### config.mk
export PLATFORM = sky130hd
export DESIGN_NAME = sdram_burst_sched_flat
export DESIGN_NICKNAME = d
export VERILOG_FILES = /design/src/rtl/sdram_burst_sched_if.sv /design/src/rtl/sdram_burst_sched.sv /design/src/flat_wrapper.sv
export SDC_FILE = /design/constraint.sdc
export NUM_CORES = 1
export LEC_CHECK = 0
export BUFFER_PORTS_ARGS = -buffer_cell sky130_fd_sc_hd__buf_2
export CORE_ASPECT_RATIO = 1.2
export CORE_MARGIN = 2
export CORE_UTILIZATION = 54
export DETAILED_ROUTE_END_ITERATION = 16
export HOLD_SLACK_MARGIN = 0.15
export PLACE_DENSITY_LB_ADDON = 0.08
export SKIP_CTS_REPAIR_TIMING = 1
export SLEW_MARGIN = 0
export SYNTH_ARGS = -nofsm -noshare
export SYNTH_HDL_FRONTEND = slang
export SYNTH_SLANG_ARGS = --single-unit
### constraint.sdc
create_clock -name clk -period 3.9 [get_ports clk]
set_input_delay 0.39 -clock clk [delete_from_list [all_inputs] [get_ports clk]]
set_output_delay 0.39 -clock clk [all_outputs]
set_load 0.02 [all_outputs]
### src/rtl/sdram_burst_sched_if.sv
// sdram_burst_sched_if: command handshake between the burst scheduler (master) and the SDRAM command engine (slave).
interface sdram_burst_sched_if #(parameter int ADDR_W = 22);
   logic [1:0]        cmd_req;
   logic [ADDR_W-1:0] cmd_addr;
   logic [8:0]        cmd_len;
   logic              cmd_ack;
   logic              cmd_done;
   modport master(output cmd_req, cmd_addr, cmd_len, input cmd_ack, cmd_done);
   modport slave(input cmd_req, cmd_addr, cmd_len, output cmd_ack, cmd_done);
endinterface

### src/rtl/sdram_burst_sched.sv
// sdram_burst_sched: picks refresh/write/read bursts for the SDRAM engine and tracks frame pointers.
// Defining WR_FLUSH_EN adds wr_flush, which lets residual camera words be written as a short burst.
module sdram_burst_sched #(
   parameter int BURST_LEN  = 256,
   parameter int ADDR_W     = 22,
   parameter int USED_W     = 10,
   parameter int RD_LOW_TH  = 256,
   parameter int REF_PERIOD = 780
) (
   input  logic              clk,
   input  logic              rst,
   input  logic              init_done,
   input  logic [USED_W-1:0] wr_usedw,
   input  logic [USED_W-1:0] rd_usedw,
   input  logic [ADDR_W-1:0] wr_base,
   input  logic [ADDR_W-1:0] wr_max,
   input  logic              wr_load,
   input  logic [ADDR_W-1:0] rd_base,
   input  logic [ADDR_W-1:0] rd_max,
   input  logic              rd_load,
`ifdef WR_FLUSH_EN
   input  logic              wr_flush,
`endif
   sdram_burst_sched_if.master cmd,
   output logic              frame_write_done,
   output logic              frame_read_done,
   output logic              busy
);
   localparam int RW = $clog2(REF_PERIOD + 1);
   localparam logic [ADDR_W-1:0] BL  = ADDR_W'(BURST_LEN);
   localparam logic [USED_W:0]   BLU = (USED_W + 1)'(BURST_LEN);
   localparam logic [USED_W:0]   RDT = (USED_W + 1)'(RD_LOW_TH);
   localparam logic [RW-1:0]     RP  = RW'(REF_PERIOD);
   localparam logic [1:0] NONE = 2'b00, REF = 2'b01, WR = 2'b10, RD = 2'b11;

   typedef enum logic [1:0] {IDLE, REQ, WAIT} state_t;
   state_t state;
   logic [1:0] op, grant;
   logic [RW-1:0] ref_cnt;
   logic [ADDR_W-1:0] wr_ptr, rd_ptr, wp, rp, wr_rem, rd_rem, wr_lim, wr_nxt, rd_nxt;
   logic [8:0] wr_len, rd_len;
   logic last_rd, wr_lp, rd_lp, wr_full, wr_want, rd_want, ref_pend;
`ifdef WR_FLUSH_EN
   logic flush_pend;
`endif

   assign ref_pend = ref_cnt == RP;

   // an idle load takes effect in the same cycle it could be granted, so the burst starts at base
   always_comb begin
      wp = wr_load ? wr_base : wr_ptr;
      rp = rd_load ? rd_base : rd_ptr;
      wr_full = {1'b0, wr_usedw} >= BLU;
      wr_lim = wr_full ? BL : ADDR_W'(wr_usedw);
      wr_rem = wr_max - wp;
      rd_rem = rd_max - rp;
      wr_len = wr_rem < wr_lim ? wr_rem[8:0] : wr_lim[8:0];
      rd_len = rd_rem < BL ? rd_rem[8:0] : BL[8:0];
`ifdef WR_FLUSH_EN
      wr_want = wr_full || (flush_pend && wr_usedw != '0);
`else
      wr_want = wr_full;
`endif
      rd_want = {1'b0, rd_usedw} < RDT;
      grant = !init_done ? NONE : ref_pend ? REF : (wr_want && (!rd_want || last_rd)) ? WR : rd_want ? RD : NONE;
      wr_nxt = wr_ptr + ADDR_W'(cmd.cmd_len);
      rd_nxt = rd_ptr + ADDR_W'(cmd.cmd_len);
   end

   always_ff @(posedge clk or posedge rst)
      if (rst) begin
         state <= IDLE;
         op <= NONE;
         last_rd <= 1'b1;
         ref_cnt <= '0;
         wr_ptr <= '0;
         rd_ptr <= '0;
         wr_lp <= 1'b0;
         rd_lp <= 1'b0;
         cmd.cmd_req <= NONE;
         cmd.cmd_addr <= '0;
         cmd.cmd_len <= '0;
         busy <= 1'b0;
         frame_write_done <= 1'b0;
         frame_read_done <= 1'b0;
`ifdef WR_FLUSH_EN
         flush_pend <= 1'b0;
`endif
      end else begin
         frame_write_done <= 1'b0;
         frame_read_done <= 1'b0;
         ref_cnt <= (!init_done || (state == IDLE && grant == REF)) ? '0 : ref_pend ? ref_cnt : ref_cnt + 1'b1;
`ifdef WR_FLUSH_EN
         flush_pend <= wr_flush ? 1'b1 : (wr_usedw == '0 || wr_load) ? 1'b0 : flush_pend;
`endif
         if (state == IDLE) begin
            wr_ptr <= wp;
            rd_ptr <= rp;
            if (grant != NONE) begin
               state <= REQ;
               op <= grant;
               busy <= 1'b1;
               cmd.cmd_req <= grant;
               cmd.cmd_addr <= grant == WR ? wp : grant == RD ? rp : '0;
               cmd.cmd_len <= grant == WR ? wr_len : grant == RD ? rd_len : '0;
               if (grant[1]) last_rd <= grant[0];
            end
         end else begin
            // a load aimed at the burst in flight is deferred so its increment cannot clobber it
            if (wr_load) begin
               if (op == WR) wr_lp <= 1'b1;
               else wr_ptr <= wr_base;
            end
            if (rd_load) begin
               if (op == RD) rd_lp <= 1'b1;
               else rd_ptr <= rd_base;
            end
            if (state == REQ && cmd.cmd_ack) begin
               state <= WAIT;
               cmd.cmd_req <= NONE;
            end
            if (state == WAIT && cmd.cmd_done) begin
               state <= IDLE;
               busy <= 1'b0;
               if (op == WR) begin
                  wr_lp <= 1'b0;
                  wr_ptr <= (wr_lp || wr_load || wr_nxt == wr_max) ? wr_base : wr_nxt;
                  frame_write_done <= !(wr_lp || wr_load) && wr_nxt == wr_max;
               end
               if (op == RD) begin
                  rd_lp <= 1'b0;
                  rd_ptr <= (rd_lp || rd_load || rd_nxt == rd_max) ? rd_base : rd_nxt;
                  frame_read_done <= !(rd_lp || rd_load) && rd_nxt == rd_max;
               end
            end
         end
      end
endmodule
### src/flat_wrapper.sv
// flat-port wrapper written by rule: the top's interface ports become plain ports
module sdram_burst_sched_flat 
#(
   parameter int BURST_LEN  = 256,
   parameter int ADDR_W     = 22,
   parameter int USED_W     = 10,
   parameter int RD_LOW_TH  = 256,
   parameter int REF_PERIOD = 780
)
  (clk, rst, init_done, wr_usedw, rd_usedw, wr_base, wr_max, wr_load, rd_base, rd_max, rd_load, frame_write_done, frame_read_done, busy, cmd_cmd_req, cmd_cmd_addr, cmd_cmd_len, cmd_cmd_ack, cmd_cmd_done);
  sdram_burst_sched_if #(.ADDR_W(ADDR_W)) cmd_i ();
  input  logic clk;
  input  logic rst;
  input  logic init_done;
  input  logic [USED_W-1:0] wr_usedw;
  input  logic [USED_W-1:0] rd_usedw;
  input  logic [ADDR_W-1:0] wr_base;
  input  logic [ADDR_W-1:0] wr_max;
  input  logic wr_load;
  input  logic [ADDR_W-1:0] rd_base;
  input  logic [ADDR_W-1:0] rd_max;
  input  logic rd_load;
  output logic frame_write_done;
  output logic frame_read_done;
  output logic busy;
  output wire logic [$bits(cmd_i.cmd_req)-1:0] cmd_cmd_req;
  output wire logic [$bits(cmd_i.cmd_addr)-1:0] cmd_cmd_addr;
  output wire logic [$bits(cmd_i.cmd_len)-1:0] cmd_cmd_len;
  input wire logic [$bits(cmd_i.cmd_ack)-1:0] cmd_cmd_ack;
  input wire logic [$bits(cmd_i.cmd_done)-1:0] cmd_cmd_done;
  assign cmd_cmd_req = cmd_i.cmd_req;
  assign cmd_cmd_addr = cmd_i.cmd_addr;
  assign cmd_cmd_len = cmd_i.cmd_len;
  assign cmd_i.cmd_ack = cmd_cmd_ack;
  assign cmd_i.cmd_done = cmd_cmd_done;
  sdram_burst_sched #(.BURST_LEN(BURST_LEN), .ADDR_W(ADDR_W), .USED_W(USED_W), .RD_LOW_TH(RD_LOW_TH), .REF_PERIOD(REF_PERIOD)) u_core (.clk(clk), .rst(rst), .init_done(init_done), .wr_usedw(wr_usedw), .rd_usedw(rd_usedw), .wr_base(wr_base), .wr_max(wr_max), .wr_load(wr_load), .rd_base(rd_base), .rd_max(rd_max), .rd_load(rd_load), .cmd(cmd_i), .frame_write_done(frame_write_done), .frame_read_done(frame_read_done), .busy(busy));
endmodule
======== Word level (Yosys, flattened, before mapping) ========
Cells that the tools add are included.
storage, ports and cells
  flip-flop bits (word level) ............. 97
  latch bits .............................. 0
  memory bits (writable) .................. 0
  bits in read-only memories .............. 0
  input bits .............................. 115
  output and inout bits ................... 36
  logic and storage cells ................. 112
  memories kept ........................... 0
cells by class
  $add $sub $neg .......................... 5
  $mul .................................... 0
  divide/modulo/power cells ............... 0
  order comparisons ....................... 4
  equality and inequality tests ........... 12
  shift operators ......................... 0
  multiplexer cells ....................... 51
  bitwise gates (word level) .............. 0
  reductions and logical operators ........ 26
operators by type and width
  kind                                                                            count
  22-bit two-way mux                                                              16
  22-bit by 9-bit adder with 22-bit output                                        2
  22-bit == test                                                                  2
  22-bit subtractor                                                               2
  9-bit two-way mux                                                               4
  10-bit two-way mux                                                              3
  22-bit less-than comparator                                                     1
  22-bit by 9-bit less-than comparator with 1-bit output (second input constant)  1
  2-bit two-way mux                                                               11
  1-bit two-way mux                                                               17
  10-bit by 1-bit adder with 10-bit output (second input constant)                1
  10-bit == test (second input constant)                                          1
  2-bit == test (second input constant)                                           5
  10-bit by 9-bit >= comparator with 1-bit output (second input constant)         1
  10-bit by 9-bit less-than comparator with 1-bit output (second input constant)  1
  2-bit AND reduction                                                             4
  1-bit logical AND                                                               6
  1-bit logical OR                                                                6
  2-bit nonzero test                                                              3
  2-bit by 1-bit == test with 1-bit output (second input constant)                2
  1-bit logical NOT                                                               4
  2-bit != test (second input constant)                                           2
  3-bit AND reduction                                                             1
  3-bit nonzero test                                                              1
  2-bit logical NOT                                                               1

======== Logic depth before layout (Yosys ltp) ========
  depth in word-level cells ............... 11
  mapped depth ............................ 23
  depth with buffers taken out ............ 22

======== Worst setup path after synthesis ========
Ideal clock, no wire load.
  path type ............................... input-to-reg
  start ................................... input wr_load
  end ..................................... register u_core.cmd.cmd_len[0]
  library setup time ...................... 0.090 ns
  arrival ................................. 4.752 ns
  data required time ...................... 3.810 ns
  slack ................................... -0.941 ns
  stages .................................. 21
  buffers on the path ..................... 2
  cell sequence ........................... clkbuf_1 -> clkbuf_1 -> mux2i_1 -> ha_1 -> a21o_1 -> nor2_1 -> a221oi_1 -> o21ai_0 -> nand2b_1 -> xnor2_1 -> inv_1 -> ha_1 -> a21o_1 -> a21oi_1 -> o221ai_1 -> nand4bb_1 -> nor4_1 -> o2111ai_1 -> a2111oi_0 -> nand4_1 -> o211ai_1
between the ends
  cells in the longest elaborated chain, start to end .. 5
RTL lines
  what                         line                       text
  start, declared              flat_wrapper.sv:19         input logic wr_load;
  22-bit two-way mux *         sdram_burst_sched.sv:51    wp = wr_load ? wr_base : wr_ptr;
  22-bit subtractor *          sdram_burst_sched.sv:55    wr_rem = wr_max - wp;
  22-bit less-than comparator  sdram_burst_sched.sv:57    wr_len = wr_rem < wr_lim ? wr_rem[8:0] : wr_lim[8:0];
  9-bit two-way mux *          sdram_burst_sched.sv:57
  9-bit two-way mux *          sdram_burst_sched.sv:105   cmd.cmd_len <= grant == WR ? wr_len : grant == RD ? rd_len : '0;
  end signal, assigned         sdram_burst_sched.sv:105
  end, declared                sdram_burst_sched_if.sv:8  modport master(output cmd_req, cmd_addr, cmd_len, input cmd_ack, cmd_done);
Every way passes the cells marked *; elsewhere a longest branch is shown, timed or not.
A chain may end at the register's enable or synchronous reset.

======== Worst setup path in the final report ========
  start ................................... register u_core.wr_ptr[1]
  end ..................................... register u_core.cmd.cmd_len[8]
between the ends
  cells in the longest elaborated chain, start to end .. 5
RTL lines
  what                         line                      text
  start, declared              sdram_burst_sched.sv:40   logic [ADDR_W-1:0] wr_ptr, rd_ptr, wp, rp, wr_rem, rd_rem, wr_lim, wr_nxt, rd_nxt;
  start signal, assigned       sdram_burst_sched.sv:97   wr_ptr <= wp;
  start signal, assigned       sdram_burst_sched.sv:112  else wr_ptr <= wr_base;
  start signal, assigned       sdram_burst_sched.sv:127  wr_ptr <= (wr_lp || wr_load || wr_nxt == wr_max) ? wr_base : wr_nxt;
  22-bit two-way mux *         sdram_burst_sched.sv:51
  22-bit subtractor *          sdram_burst_sched.sv:55
  22-bit less-than comparator  sdram_burst_sched.sv:57
  9-bit two-way mux *          sdram_burst_sched.sv:57
  9-bit two-way mux *          sdram_burst_sched.sv:105
Marked as above.

==> run metrics <==
area grow syn2layout=29.3%; clk_lat worst skew=370 ps; Max-cap violations=0; top_reg_cell synth=dfrtp_1; post-synthesis cell type count=95; internal power=4.52 mW; WP data required=4120 ps; Clock Tree Root=clkbuf_16; clock sink count=97; HP Class=in2async; die area=21,000 µm²; Comb pwr share=67.6%; Setup Crit Path Kind=reg2reg; Mapped Area=10,700 µm²; Clk network pwr share=11.8%; crit path cell chain=inv_2, o21ai_4, inv_2, ha_4, nor2b_4, o21ai_1, buf_4, a221oi_4, o21ai_1, nand2b_1, xnor2_2, inv_2, ha_4, a21o_1, a21oi_2, o221ai_2, nand4bb_1, nor4_1, o2111ai_1, a2111oi_2, buf_4, nand4b_1, a21oi_1, mux2i_1; delay-heaviest family, CP=compound AO/OA/AOI/OAI gates; fin crit share=109%; switching part of the total=47.6%; routed wire length=39,000 µm; die height=158 µm; DR iter-0 viols=925; routability cong.=1.04; detailed-route wire length per cell=20.2 µm; Yosys reg bits=97; Pre-antenna DRT Iters=6; Switch Pwr=4.10 mW; pre-CTS WS=-566 ps; Tot GR Track Use=36.3%; vias per cell=6.27; slew of the pin with the lowest slew margin=811 ps; Design Power=8.62 mW; status=finished with violations; placed cell area=13,300 µm²; Final Skew=17.6 ps; max-slew violations=0; Core Util, Final=71.2%; Nets=1,853; ANT nets after route=0; CP Capture Type=flop; clock slew at reported path FFs=90 ps; syn_area_per_cell=7.99 µm²; Die W=133 µm; Final setup viols=9; Startpoint Class=flop; Cells after Synth=1,341; PwrDens=622 nW/µm²; global-route wire length before repair=60,300 µm; row count=56; Synth area leader=dfrtp_1; setup slack after layout=-354 ps; VDD IR max=0.381 mV; post-layout minimum cycle time=4250 ps; YS warnings=0; Fillers=1,668; setup TNS=-2720 ps; hpwl dp=31,100 µm; total congestion overflow=0; area share of the largest cell type after synthesis=22.4%; Async SR Flop Fraction=100%; drt drc=0; RSZ-0062 raised after global routing=yes; CTS tree=built; CP peak stage delay=370 ps; Max transition margin=45.9%; Max Buffers Root-to-Sink=2; share of layout cells above drive strength 1=29.1%; Max FO, Critical Path=2; ant diodes=0; Post-synth EDFFs=0; H-Tree Depth=3; routed via count=12,074; vias in the first global route=11,934; Seq pwr share=20.6%; largest net degree at the start of global routing=60; most used cell, CP=inv_2; failing checks=negative setup slack; Ports=151; Port Buffer Count=142; number of CTS-inserted buffers=9; f_max=235 MHz; post-synthesis sequential area ratio=22.7%; core area=19,500 µm²; Net Count, Synth=1,533; initial antenna violation count=0; Slowest cell on crit path=dfrtp_1; Final Hold Vio Count=0; Buf/Inv on CP=5; final design area excluding fillers=13,900 µm²; ranking of synthesized cells by area=dfrtp_1 (22%), ha_1 (8.5%), nand2_1 (4.8%); Leak=6.56 nW; initial core utilization=55.0%; Critical Path AT=4470 ps
## kinds of logic after synthesis
group | synth area share [%]
buffers and inverters | 5.80
other | 0.0350
adder cells (fa/ha/maj) | 9.27
AO/OA/AOI/OAI | 29.3
flip-flops | 22.7
XOR/XNOR | 6.78
AND/OR/NAND/NOR | 20.9
multiplexers | 5.21
## power groups by stage
stage | combinational [mW] | sequential (mW) | clock (mW)
2_1_floorplan | 3.42 | 1.77 | 0
3_3_place_gp | 5.41 | 1.76 | 0
3_5_place_dp | 5.51 | 1.77 | 0
4_1_cts | 5.54 | 1.75 | 1.02
5_1_grt | 6.29 | 1.82 | 1.05
6_report | 5.83 | 1.78 | 1.02
## cell usage in the layout (no fill, tap or decap), types with 7 or more instances in the layout
cell type / n
nor3_1: 23
o31ai_1: 7
a21oi_1: 75
xnor2_1: 48
o211ai_1: 20
nand2_1: 137
clkbuf_16: 9
or2_2: 8
a211oi_1: 18
o2111ai_1: 7
buf_12: 7
a31oi_1: 22
nand3_1: 36
nand4_1: 21
nor2_1: 82
o211a_1: 7
buf_2: 142
and2_1: 12
o21a_1: 15
a21o_1: 28
o22ai_1: 8
or3_1: 8
mux2i_1: 48
dfrtp_1: 96
ha_1: 69
nor4_1: 14
o221a_2: 12
and3_1: 22
o21ai_0: 75
inv_1: 67
nor2b_1: 22
xor2_1: 31
o22a_1: 21
nor3b_1: 8
buf_4: 231
nand2b_1: 20
## state kept, by name (all words and copies together), names as in the netlist
| register | cells |
|---|---|
| u_core.cmd.cmd_req | 2 |
| u_core.wr_ptr | 22 |
| u_core.wr_lp | 1 |
| u_core.state | 2 |
| u_core.rd_lp | 1 |
| u_core.ref_cnt | 10 |
| u_core.last_rd | 1 |
| u_core.frame_write_done | 1 |
| u_core.frame_read_done | 1 |
| u_core.cmd.cmd_addr | 22 |
| u_core.op | 2 |
| u_core.busy | 1 |
| u_core.cmd.cmd_len | 9 |
| u_core.rd_ptr | 22 |
## path summary, 6_finish.rpt
check / start / end / slack (ps) / cells after the start
max: u_core.wr_ptr[1] / u_core.cmd.cmd_len[8] / -350 / 24
min: rst / u_core.ref_cnt[7] / 170 / 2
max reg2reg: u_core.wr_ptr[1] / u_core.cmd.cmd_len[8] / -350 / 24
min reg2reg: u_core.cmd.cmd_addr[16] / u_core.cmd.cmd_addr[16] / 480 / 2
max in group asynchronous: rst / u_core.wr_ptr[20] / 2840 / 3
min in group clk: rd_base[18] / u_core.rd_ptr[18] / 260 / 3
## layout make-up
class | count | area (µm²) | share of cell area (%)
Sequential cell | 97 | 2430 | 17.5
Clock buffer | 9 | 225 | 1.62
Clock inverter | 7 | 95.1 | 0.686
Inverter | 71 | 269 | 1.94
Timing Repair Buffer | 382 | 2610 | 18.8
Multi-Input combinational cell | 1100 | 7910 | 57.1
Tap cell | 261 | 327 | 2.36
## synthesized netlist by cell type, types with 12 or more instances
cell type and number:
a211oi_1 20, a21o_1 28, a21oi_1 78, a31oi_1 23, and2_1 12, and3_1 23
buf_2 17, clkbuf_1 44, dfrtp_1 96, ha_1 73, inv_1 71, mux2i_1 49
nand2_1 138, nand2b_1 20, nand3_1 36, nand4_1 21, nor2_1 83, nor2b_1 24
nor3_1 24, nor4_1 14, o211ai_1 20, o21a_1 15, o21ai_0 81, o221a_2 12
o22a_1 21, xnor2_1 51, xor2_1 32
## metal layers
layer,up-vias,global-route usage [%],wire length (µm)
li1,5647,-,-
met4,0,20.8,2120
met5,-,0,0
met3,137,4.14,2370
met1,5769,43.9,15800
met2,521,62.8,18700
## per-stage QoR
stage | std cells | hold slack, ps
CTS | 1921 | 194
floorplan | 1341 | 484
global route | 1927 | 235
detailed placement | 1905 | 464
global placement | 1905 | 458
finish | 1927 | 173
(Power assumes the default switching activity.)
